File: config.mk
export PLATFORM = sky130hd
export DESIGN_NAME = reg_bus_master
export DESIGN_NICKNAME = d
export VERILOG_FILES = /design/src/rtl/reg_bus_pkg.sv /design/src/rtl/reg_bus_timer.sv /design/src/rtl/reg_bus_master.sv
export SDC_FILE = /design/constraint.sdc
export NUM_CORES = 1
export LEC_CHECK = 0
export CORE_AREA = 3 3 106 108
export CTS_BUF_LIST = sky130_fd_sc_hd__clkbuf_8
export DETAILED_ROUTE_END_ITERATION = 16
export DIE_AREA = 0 0 109 111
export PLACE_DENSITY = 0.75
export SLEW_MARGIN = 20
export SYNTH_ARGS = -nofsm -noshare
export SYNTH_HDL_FRONTEND = slang
export SYNTH_SLANG_ARGS = --single-unit
File: constraint.sdc
create_clock -name clk -period 2.11 [get_ports clk]
set_clock_uncertainty 0.15 [all_clocks]
set_input_delay 0.5275 -clock clk [delete_from_list [all_inputs] [get_ports clk]]
set_output_delay 0.5275 -clock clk [all_outputs]
set_load 0.05 [all_outputs]
File: src/rtl/reg_bus_pkg.sv
// reg_bus_pkg: shared state encoding, default bus widths and direction codes
// for the addr_en/rw_direction register-bus initiator and its timeout counter.
package reg_bus_pkg;

    // Default widths of the register bus.
    localparam int REG_BUS_ADDR_W = 32;
    localparam int REG_BUS_DATA_W = 32;

    // Values driven on rw_direction.
    localparam logic RW_WRITE = 1'b1;
    localparam logic RW_READ  = 1'b0;

    // Transaction sequencer states.
    typedef enum logic [1:0] {
        IDLE   = 2'd0,
        STROBE = 2'd1,
        WAIT   = 2'd2,
        RESP   = 2'd3
    } state_t;

    // Width of a counter that must be able to hold the value 'cycles'.
    function automatic int timer_width(input int cycles);
        return $clog2(cycles + 1);
    endfunction

endpackage

File: src/rtl/reg_bus_timer.sv
// reg_bus_timer: read-wait counter for the register-bus initiator.
// Cleared when a read strobe goes out, counts every waiting cycle, and flags
// expiry once it has counted TIMEOUT_CYCLES-1 cycles. It saturates instead of
// wrapping so a stuck enable can never make it expire a second time.
// Only instantiated when REG_BUS_MASTER_TIMEOUT_EN is defined.
module reg_bus_timer
    import reg_bus_pkg::*;
#(
    parameter int TIMEOUT_CYCLES = 16
)(
    input  logic i_clk,
    input  logic i_rst_n,
    input  logic i_clear,
    input  logic i_enable,
    output logic o_expired
);

    localparam int            TW   = timer_width(TIMEOUT_CYCLES);
    localparam logic [TW-1:0] LAST = TW'(TIMEOUT_CYCLES - 1);
    localparam logic [TW-1:0] SAT  = TW'(TIMEOUT_CYCLES);

    logic [TW-1:0] r_count;

    // Count waiting cycles; clear has priority, saturate at TIMEOUT_CYCLES.
    always_ff @(posedge i_clk or negedge i_rst_n) begin
        if (!i_rst_n) begin
            r_count <= '0;
        end else if (i_clear) begin
            r_count <= '0;
        end else if (i_enable && (r_count != SAT)) begin
            r_count <= r_count + 1'b1;
        end
    end

    assign o_expired = (r_count == LAST);

endmodule

File: src/rtl/reg_bus_master.sv
// reg_bus_master: initiator for the addr_en/rw_direction register bus.
// Takes one command at a time from the cmd_* port, issues a single-cycle bus
// strobe, waits for rvalid on reads and returns the result on the rsp_* port.
//
// Handshakes: a command transfers on a cycle with cmd_valid && cmd_ready, a
// response transfers on a cycle with rsp_valid && rsp_ready; once rsp_valid is
// raised it and all rsp_* fields stay unchanged until that transfer.
//
// Build option REG_BUS_MASTER_TIMEOUT_EN: when defined, a read that sees no
// rvalid within TIMEOUT_CYCLES waiting cycles completes with rsp_error=1.
// When undefined, reads wait indefinitely and rsp_error is constant 0.
module reg_bus_master
    import reg_bus_pkg::*;
#(
    parameter int ADDR_W         = REG_BUS_ADDR_W,
    parameter int DATA_W         = REG_BUS_DATA_W,
    parameter int TIMEOUT_CYCLES = 16
)(
    input  logic              clk,
    input  logic              reset_n,
    // command port
    input  logic              cmd_valid,
    output logic              cmd_ready,
    input  logic              cmd_write,
    input  logic [ADDR_W-1:0] cmd_addr,
    input  logic [DATA_W-1:0] cmd_wdata,
    // response port
    output logic              rsp_valid,
    input  logic              rsp_ready,
    output logic [DATA_W-1:0] rsp_rdata,
    output logic              rsp_error,
    // register bus
    output logic              addr_en,
    output logic              rw_direction,
    output logic [ADDR_W-1:0] addr,
    output logic [DATA_W-1:0] wdata,
    input  logic [DATA_W-1:0] rdata,
    input  logic              rvalid,
    // debug view of the sequencer
    output state_t            o_dbg_state
);

    if (TIMEOUT_CYCLES < 1) begin : g_bad_timeout
        $error("reg_bus_master: TIMEOUT_CYCLES must be at least 1");
    end

    state_t            r_state;
    state_t            w_state_nxt;
    logic              r_addr_en;
    logic              w_addr_en_nxt;
    logic              r_rw;
    logic              w_rw_nxt;
    logic [ADDR_W-1:0] r_addr;
    logic [ADDR_W-1:0] w_addr_nxt;
    logic [DATA_W-1:0] r_wdata;
    logic [DATA_W-1:0] w_wdata_nxt;
    logic              r_rsp_valid;
    logic              w_rsp_valid_nxt;
    logic [DATA_W-1:0] r_rsp_rdata;
    logic [DATA_W-1:0] w_rsp_rdata_nxt;

`ifdef REG_BUS_MASTER_TIMEOUT_EN
    logic r_rsp_error;
    logic w_rsp_error_nxt;
    logic w_timer_clear;
    logic w_timer_en;
    logic w_timer_expired;

    reg_bus_timer #(
        .TIMEOUT_CYCLES (TIMEOUT_CYCLES)
    ) u_timer (
        .i_clk     (clk),
        .i_rst_n   (reset_n),
        .i_clear   (w_timer_clear),
        .i_enable  (w_timer_en),
        .o_expired (w_timer_expired)
    );
`endif

    // Next-state and next-output decode. The bus address/data/direction
    // registers double as the command latch: they load on the accept edge so
    // they are already valid in the strobe cycle, then hold afterwards.
    always_comb begin
        w_state_nxt     = r_state;
        w_addr_en_nxt   = 1'b0;
        w_rw_nxt        = r_rw;
        w_addr_nxt      = r_addr;
        w_wdata_nxt     = r_wdata;
        w_rsp_valid_nxt = r_rsp_valid;
        w_rsp_rdata_nxt = r_rsp_rdata;
`ifdef REG_BUS_MASTER_TIMEOUT_EN
        w_rsp_error_nxt = r_rsp_error;
        w_timer_clear   = 1'b0;
        w_timer_en      = 1'b0;
`endif
        case (r_state)
            IDLE: begin
                if (cmd_valid) begin
                    w_state_nxt   = STROBE;
                    w_addr_en_nxt = 1'b1;
                    w_rw_nxt      = cmd_write;
                    w_addr_nxt    = cmd_addr;
                    w_wdata_nxt   = cmd_wdata;
                end
            end
            STROBE: begin
                if (r_rw == RW_WRITE) begin
                    // Writes complete without waiting for the responder.
                    w_state_nxt     = RESP;
                    w_rsp_valid_nxt = 1'b1;
                    w_rsp_rdata_nxt = '0;
`ifdef REG_BUS_MASTER_TIMEOUT_EN
                    w_rsp_error_nxt = 1'b0;
`endif
                end else begin
                    w_state_nxt = WAIT;
`ifdef REG_BUS_MASTER_TIMEOUT_EN
                    w_timer_clear = 1'b1;
`endif
                end
            end
            WAIT: begin
                // rvalid is checked first so it wins over a same-cycle expiry.
                if (rvalid) begin
                    w_state_nxt     = RESP;
                    w_rsp_valid_nxt = 1'b1;
                    w_rsp_rdata_nxt = rdata;
`ifdef REG_BUS_MASTER_TIMEOUT_EN
                    w_rsp_error_nxt = 1'b0;
                end else if (w_timer_expired) begin
                    w_state_nxt     = RESP;
                    w_rsp_valid_nxt = 1'b1;
                    w_rsp_rdata_nxt = '0;
                    w_rsp_error_nxt = 1'b1;
                end else begin
                    w_timer_en = 1'b1;
`endif
                end
            end
            RESP: begin
                if (rsp_ready) begin
                    w_state_nxt     = IDLE;
                    w_rsp_valid_nxt = 1'b0;
                end
            end
            default: begin
                w_state_nxt = IDLE;
            end
        endcase
    end

    // Sequencer state register.
    always_ff @(posedge clk or negedge reset_n) begin
        if (!reset_n) begin
            r_state <= IDLE;
        end else begin
            r_state <= w_state_nxt;
        end
    end

    // Registered bus and response outputs.
    always_ff @(posedge clk or negedge reset_n) begin
        if (!reset_n) begin
            r_addr_en   <= 1'b0;
            r_rw        <= RW_READ;
            r_addr      <= '0;
            r_wdata     <= '0;
            r_rsp_valid <= 1'b0;
            r_rsp_rdata <= '0;
        end else begin
            r_addr_en   <= w_addr_en_nxt;
            r_rw        <= w_rw_nxt;
            r_addr      <= w_addr_nxt;
            r_wdata     <= w_wdata_nxt;
            r_rsp_valid <= w_rsp_valid_nxt;
            r_rsp_rdata <= w_rsp_rdata_nxt;
        end
    end

`ifdef REG_BUS_MASTER_TIMEOUT_EN
    // Timeout error flag, only present when the timeout is built in.
    always_ff @(posedge clk or negedge reset_n) begin
        if (!reset_n) begin
            r_rsp_error <= 1'b0;
        end else begin
            r_rsp_error <= w_rsp_error_nxt;
        end
    end

    assign rsp_error = r_rsp_error;
`else
    assign rsp_error = 1'b0;
`endif

    assign cmd_ready    = (r_state == IDLE);
    assign addr_en      = r_addr_en;
    assign rw_direction = r_rw;
    assign addr         = r_addr;
    assign wdata        = r_wdata;
    assign rsp_valid    = r_rsp_valid;
    assign rsp_rdata    = r_rsp_rdata;
    assign o_dbg_state  = r_state;

endmodule

# ---- Word level (Yosys, flattened, before mapping)
# Cells that the tools add are included.
dict set report word_totals {
  register_bits 101
  out_inout_bits 103
}
dict set report op_classes {
  eq_ne 7
  mux 14
  reduce_logical 7
}
# operator count
set ops {}
lappend ops {{32-bit two-way mux} 2}
lappend ops {{32-bit one-hot mux with 2 select lines} 1}
lappend ops {{2-bit != test (second input constant)} 4}
lappend ops {{2-bit one-hot mux with 4 select lines} 1}
lappend ops {{1-bit two-way mux} 6}
lappend ops {{2-bit two-way mux} 3}
lappend ops {{3-bit AND reduction} 2}
lappend ops {{2-bit == test (second input constant)} 2}
lappend ops {{4-bit AND reduction} 1}
lappend ops {{1-bit one-hot mux with 3 select lines} 1}
lappend ops {{3-bit nonzero test} 1}
lappend ops {{2-bit by 1-bit == test with 1-bit output (second input constant)} 1}
lappend ops {{2-bit zero test} 1}
lappend ops {{2-bit AND reduction} 1}
lappend ops {{2-bit nonzero test} 1}

# ---- Longest topological paths before layout
dict set report logic_depth {
  ltp_word 3
  depth_mapped 7
  depth_no_buf 5
}

# ---- Worst setup path before layout
# Ideal clock, no wire load.
dict set report synth_path {
  path_kind {register -> register}
  from {reg r_state[0] (netlist: o_dbg_state[0])}
  to {reg r_addr[0] (netlist: addr[0])}
  setup_ns 0.125
  arrival_ns 2.177
  required_ns 1.835
  path_slack_ns -0.342
  stages_incl_launch_ff 7
  period_less_slack_ns 2.452
  path_cell_list {dfrtp_1 -> inv_1 -> ha_1 -> and2_4 -> buf_6 -> buf_6 -> mux2_2}
}
dict set report synth_via {
  elab_chain_len 2
}
# element line_no
set synth_rtl {}
lappend synth_rtl {{start, declared} reg_bus_master.sv:47} ;# state_t r_state;
lappend synth_rtl {{start signal, assigned} reg_bus_master.sv:157} ;# r_state <= w_state_nxt;
lappend synth_rtl {{2-bit zero test} -}
lappend synth_rtl {{via cmd_ready} reg_bus_master.sv:23} ;# output logic cmd_ready,
lappend synth_rtl {{2-bit AND reduction (no line)} -}
lappend synth_rtl {{end signal, assigned} reg_bus_master.sv:173} ;# r_addr <= w_addr_nxt;
lappend synth_rtl {{end, declared} reg_bus_master.sv:53} ;# logic [ADDR_W-1:0] r_addr;
# The timed path passes the listed nets, and every way through them passes these cells.
# A chain may end at the register's enable or synchronous reset.

# ---- Worst setup path after layout
dict set report layout_path {
  from {reg r_state[0] (netlist: o_dbg_state[0])}
  to {out cmd_ready}
}
dict set report layout_via {
  elab_chain_len 1
}
# element line_no
set layout_rtl {}
lappend layout_rtl {{2-bit zero test} reg_bus_master.sv:195} ;# assign cmd_ready = (r_state == IDLE);
lappend layout_rtl {{end, declared} reg_bus_master.sv:23}
# Every way passes these cells.

==> run_results.csv <==
group,metric,value,unit
job,max-cap-violations,0,
final_layout,syn_to_final_growth,51.5,%
clocking,cts_resized,0,
final_layout,seq_area,2530,um2
logic_synthesis,synthArstFlopShare,100,%
clocking,numCtsBuffers,9,
timing,fin_crit_sh,94.8,%
place,globalplace.congestion,0.715,
logic_synthesis,yosysTopAreaCell,"dfrtp_1",
critical_path,cp.arrival,1.32,ns
die,design.core.area,10300,um2
worst_hold_path,worstHoldEndpoint,"wdata[21]$_DFFE_PN0P_",
logic_synthesis,synth.most_common_cell,"dfrtp_1",
final_layout,design_area,6280,um2
place,placed_cell_area,6090,um2
global_route,grt_pass1_vias,3348,
clocking,clock_path_buffers,2,
logic_synthesis,syn_avg_cell_area,13.5,um2
die,initial_core_util,40.2,%
logic_synthesis,ys_seq_elements,101,
logic_synthesis,synth_nets,414,
global_route,grt_use_total,18.3,%
final_layout,diodes,0,
die,floorplan.die_area,12100,um2
final_layout,nets,620,
worst_hold_path,hp-start,"wdata[21]$_DFFE_PN0P_",
clocking,numClockSinks,101,
routing,final_antenna_net_count,0,
timing,tns,0,ns
critical_path,r2r-start,"o_dbg_state[0]$_DFFE_PN0P_",
logic_synthesis,synth_area,4150,um2
critical_path,r2r_cells,5,
critical_path,crit_path_start_kind,"flip-flop",
clocking,clkTransAtPathRegs,0.10,ns
critical_path,worstPathRequired,1.43,ns
routing,via_per_inst,4.78,
logic_synthesis,syn_inst,308,
critical_path,path_max_fanout,6,
worst_hold_path,hold_class,"reg2reg",
logic_synthesis,yosysTopAreaCellShare,61.0,%
logic_synthesis,synth_flop_cell,"dfrtp_1",
routing,wl,11000,um
final_layout,fillerInstances,855,
timing,hold_violations,0,
critical_path,crit_path_end_kind,"output pin",
clocking,htree_levels,3,
routing,drc,0,
routing,drt_pass1_iterations,4,
critical_path,worstSetupPathType,"reg2out",
routing,vias,3133,
logic_synthesis,ys_top_cells_by_area,"dfrtp_1 61%, mux2_2 18%, nand4_1 4.8%",
timing,setup_violations,0,
global_route,overflow,0,
die,rows,37,
clocking,clk_latency,0.36,ns
logic_synthesis,synth_common_cells,"101 x dfrtp_1, 65 x mux2_2, 35 x inv_1",
logic_synthesis,synth_warnings,0,
clocking,root_buffer,"clkbuf_8",
critical_path,ff2ff_setup_slack,0.24,ns
worst_hold_path,hold_depth,1,
global_route,grt_pass1_wl,17500,um
clocking,cts_tree,"done",
critical_path,reg2reg_to,"wdata[14]$_DFFE_PN0P_",
logic_synthesis,ys_types,25,
routing,wl_per_cell,16.8,um
logic_synthesis,synth_edf_count,0,
die,io_pins,205,
clocking,cts_setup_buffers,0,
routing,drtIter0Drc,137,
final_layout,layout-drive-gt1-share,41.2,%
status,outcome,"complete, no violations",
timing,fin_crit,2.00,ns
logic_synthesis,ys_seq_area_share,61.0,%
timing,max_freq,500,MHz
global_route,antenna_found_initial,0,
global_route,grt_max_degree,55,
place,port_buffers,203,
final_layout,multi_input_area,1330,um2
die,die_x,109,um
timing,final-max-slew-violation-count,0,
clocking,holdBufCountCts,1,
die,fp.dieH,111,um
place,dp_hpwl,8480,um
timing,rsz0062_at_grt,"false",
-- worst max-delay path, cell delays in order (launching register included) --
cell and delay (ns):
dfrtp_2 0.45, inv_1 0.16, ha_4 0.21, buf_12 0.15
-- cells by family (layout without fill, tap and decap cells) --
| logic type | count (synthesis) | after routing | share of synthesized area [%] |
|---|---|---|---|
| compound gates | 34 | 34 | 5.19 |
| flops | 101 | 101 | 61.0 |
| simple gates | 43 | 43 | 7.03 |
| mux | 67 | 67 | 18.3 |
| buf+inv | 58 | 269 | 7.27 |
| fa+ha+maj | 4 | 4 | 1.21 |
| other cells | 1 | 1 | 0.0904 |
-- final cells by class --
cell class | count | share of cell area [%]
inverters | 35 | 2.09
clock buffers | 9 | 1.97
multi-input cells | 149 | 21.2
clock inverters | 7 | 0.956
flip-flops and latches | 101 | 40.2
well taps | 136 | 2.71
repair buffers | 218 | 30.9
-- how the worst max path moves through the flow --
stage                                           from                          to  slack, ns
after floorplan           o_dbg_state[1]$_DFFE_PN0P_         addr[0]$_DFFE_PN0P_       0.01
after global placement                        rvalid  o_dbg_state[1]$_DFFE_PN0P_       0.04
after detailed placement                   cmd_valid       wdata[27]$_DFFE_PN0P_       0.04
after CTS                 o_dbg_state[0]$_DFFE_PN0P_                   cmd_ready       0.09
after global routing      o_dbg_state[0]$_DFFE_PN0P_                   cmd_ready       0.04
final                     o_dbg_state[0]$_DFFE_PN0P_                   cmd_ready       0.11
-- placed cells by master (no fill, tap or decap), drive strengths merged, types with 4 or more instances in the layout --
| master | synthesis | layout |
|---|---|---|
| clkbuf | 9 | 9 |
| clkdlybuf4s50 | 0 | 100 |
| dfrtp | 101 | 101 |
| nand4 | 32 | 32 |
| ha | 4 | 4 |
| o21ai | 32 | 32 |
| buf | 14 | 117 |
| inv | 35 | 39 |
| mux2 | 66 | 66 |
-- registers in the layout, indices dropped and copies added, names as in the netlist --
signal and flops:
wdata 32, addr_en 1, rw_direction 1, rsp_rdata 32, o_dbg_state 2, rsp_valid 1, addr 32
-- routing by layer --
metal | share of wire (%) | global-route usage (%) | wire, um | vias up
met3 | 11 | 7.28 | 1190 | 8
met4 | 0.76 | 3.37 | 83 | 0
met2 | 49 | 30.8 | 5430 | 132
met5 | 0 | 0 | 0 | -
met1 | 39 | 22.3 | 4280 | 1521
li1 | - | - | - | 1472
-- stage by stage --
step / hold WS [ns] / util, % / setup slack [ns] / instances
floorplan: 0.0819 / - / 0.0125 / 308
global placement: 0.341 / 59.0 / 0.0432 / 638
detailed placement: 0.347 / 59.0 / 0.0388 / 638
CTS: 0.369 / 60.9 / 0.0887 / 655
global route: 0.388 / 60.9 / 0.0433 / 655
finish: 0.363 / 60.9 / 0.110 / 655
Power is left out: the tool's default activity adds up to more than one toggle a clock period on the data nets, which glitch-free logic cannot reach.
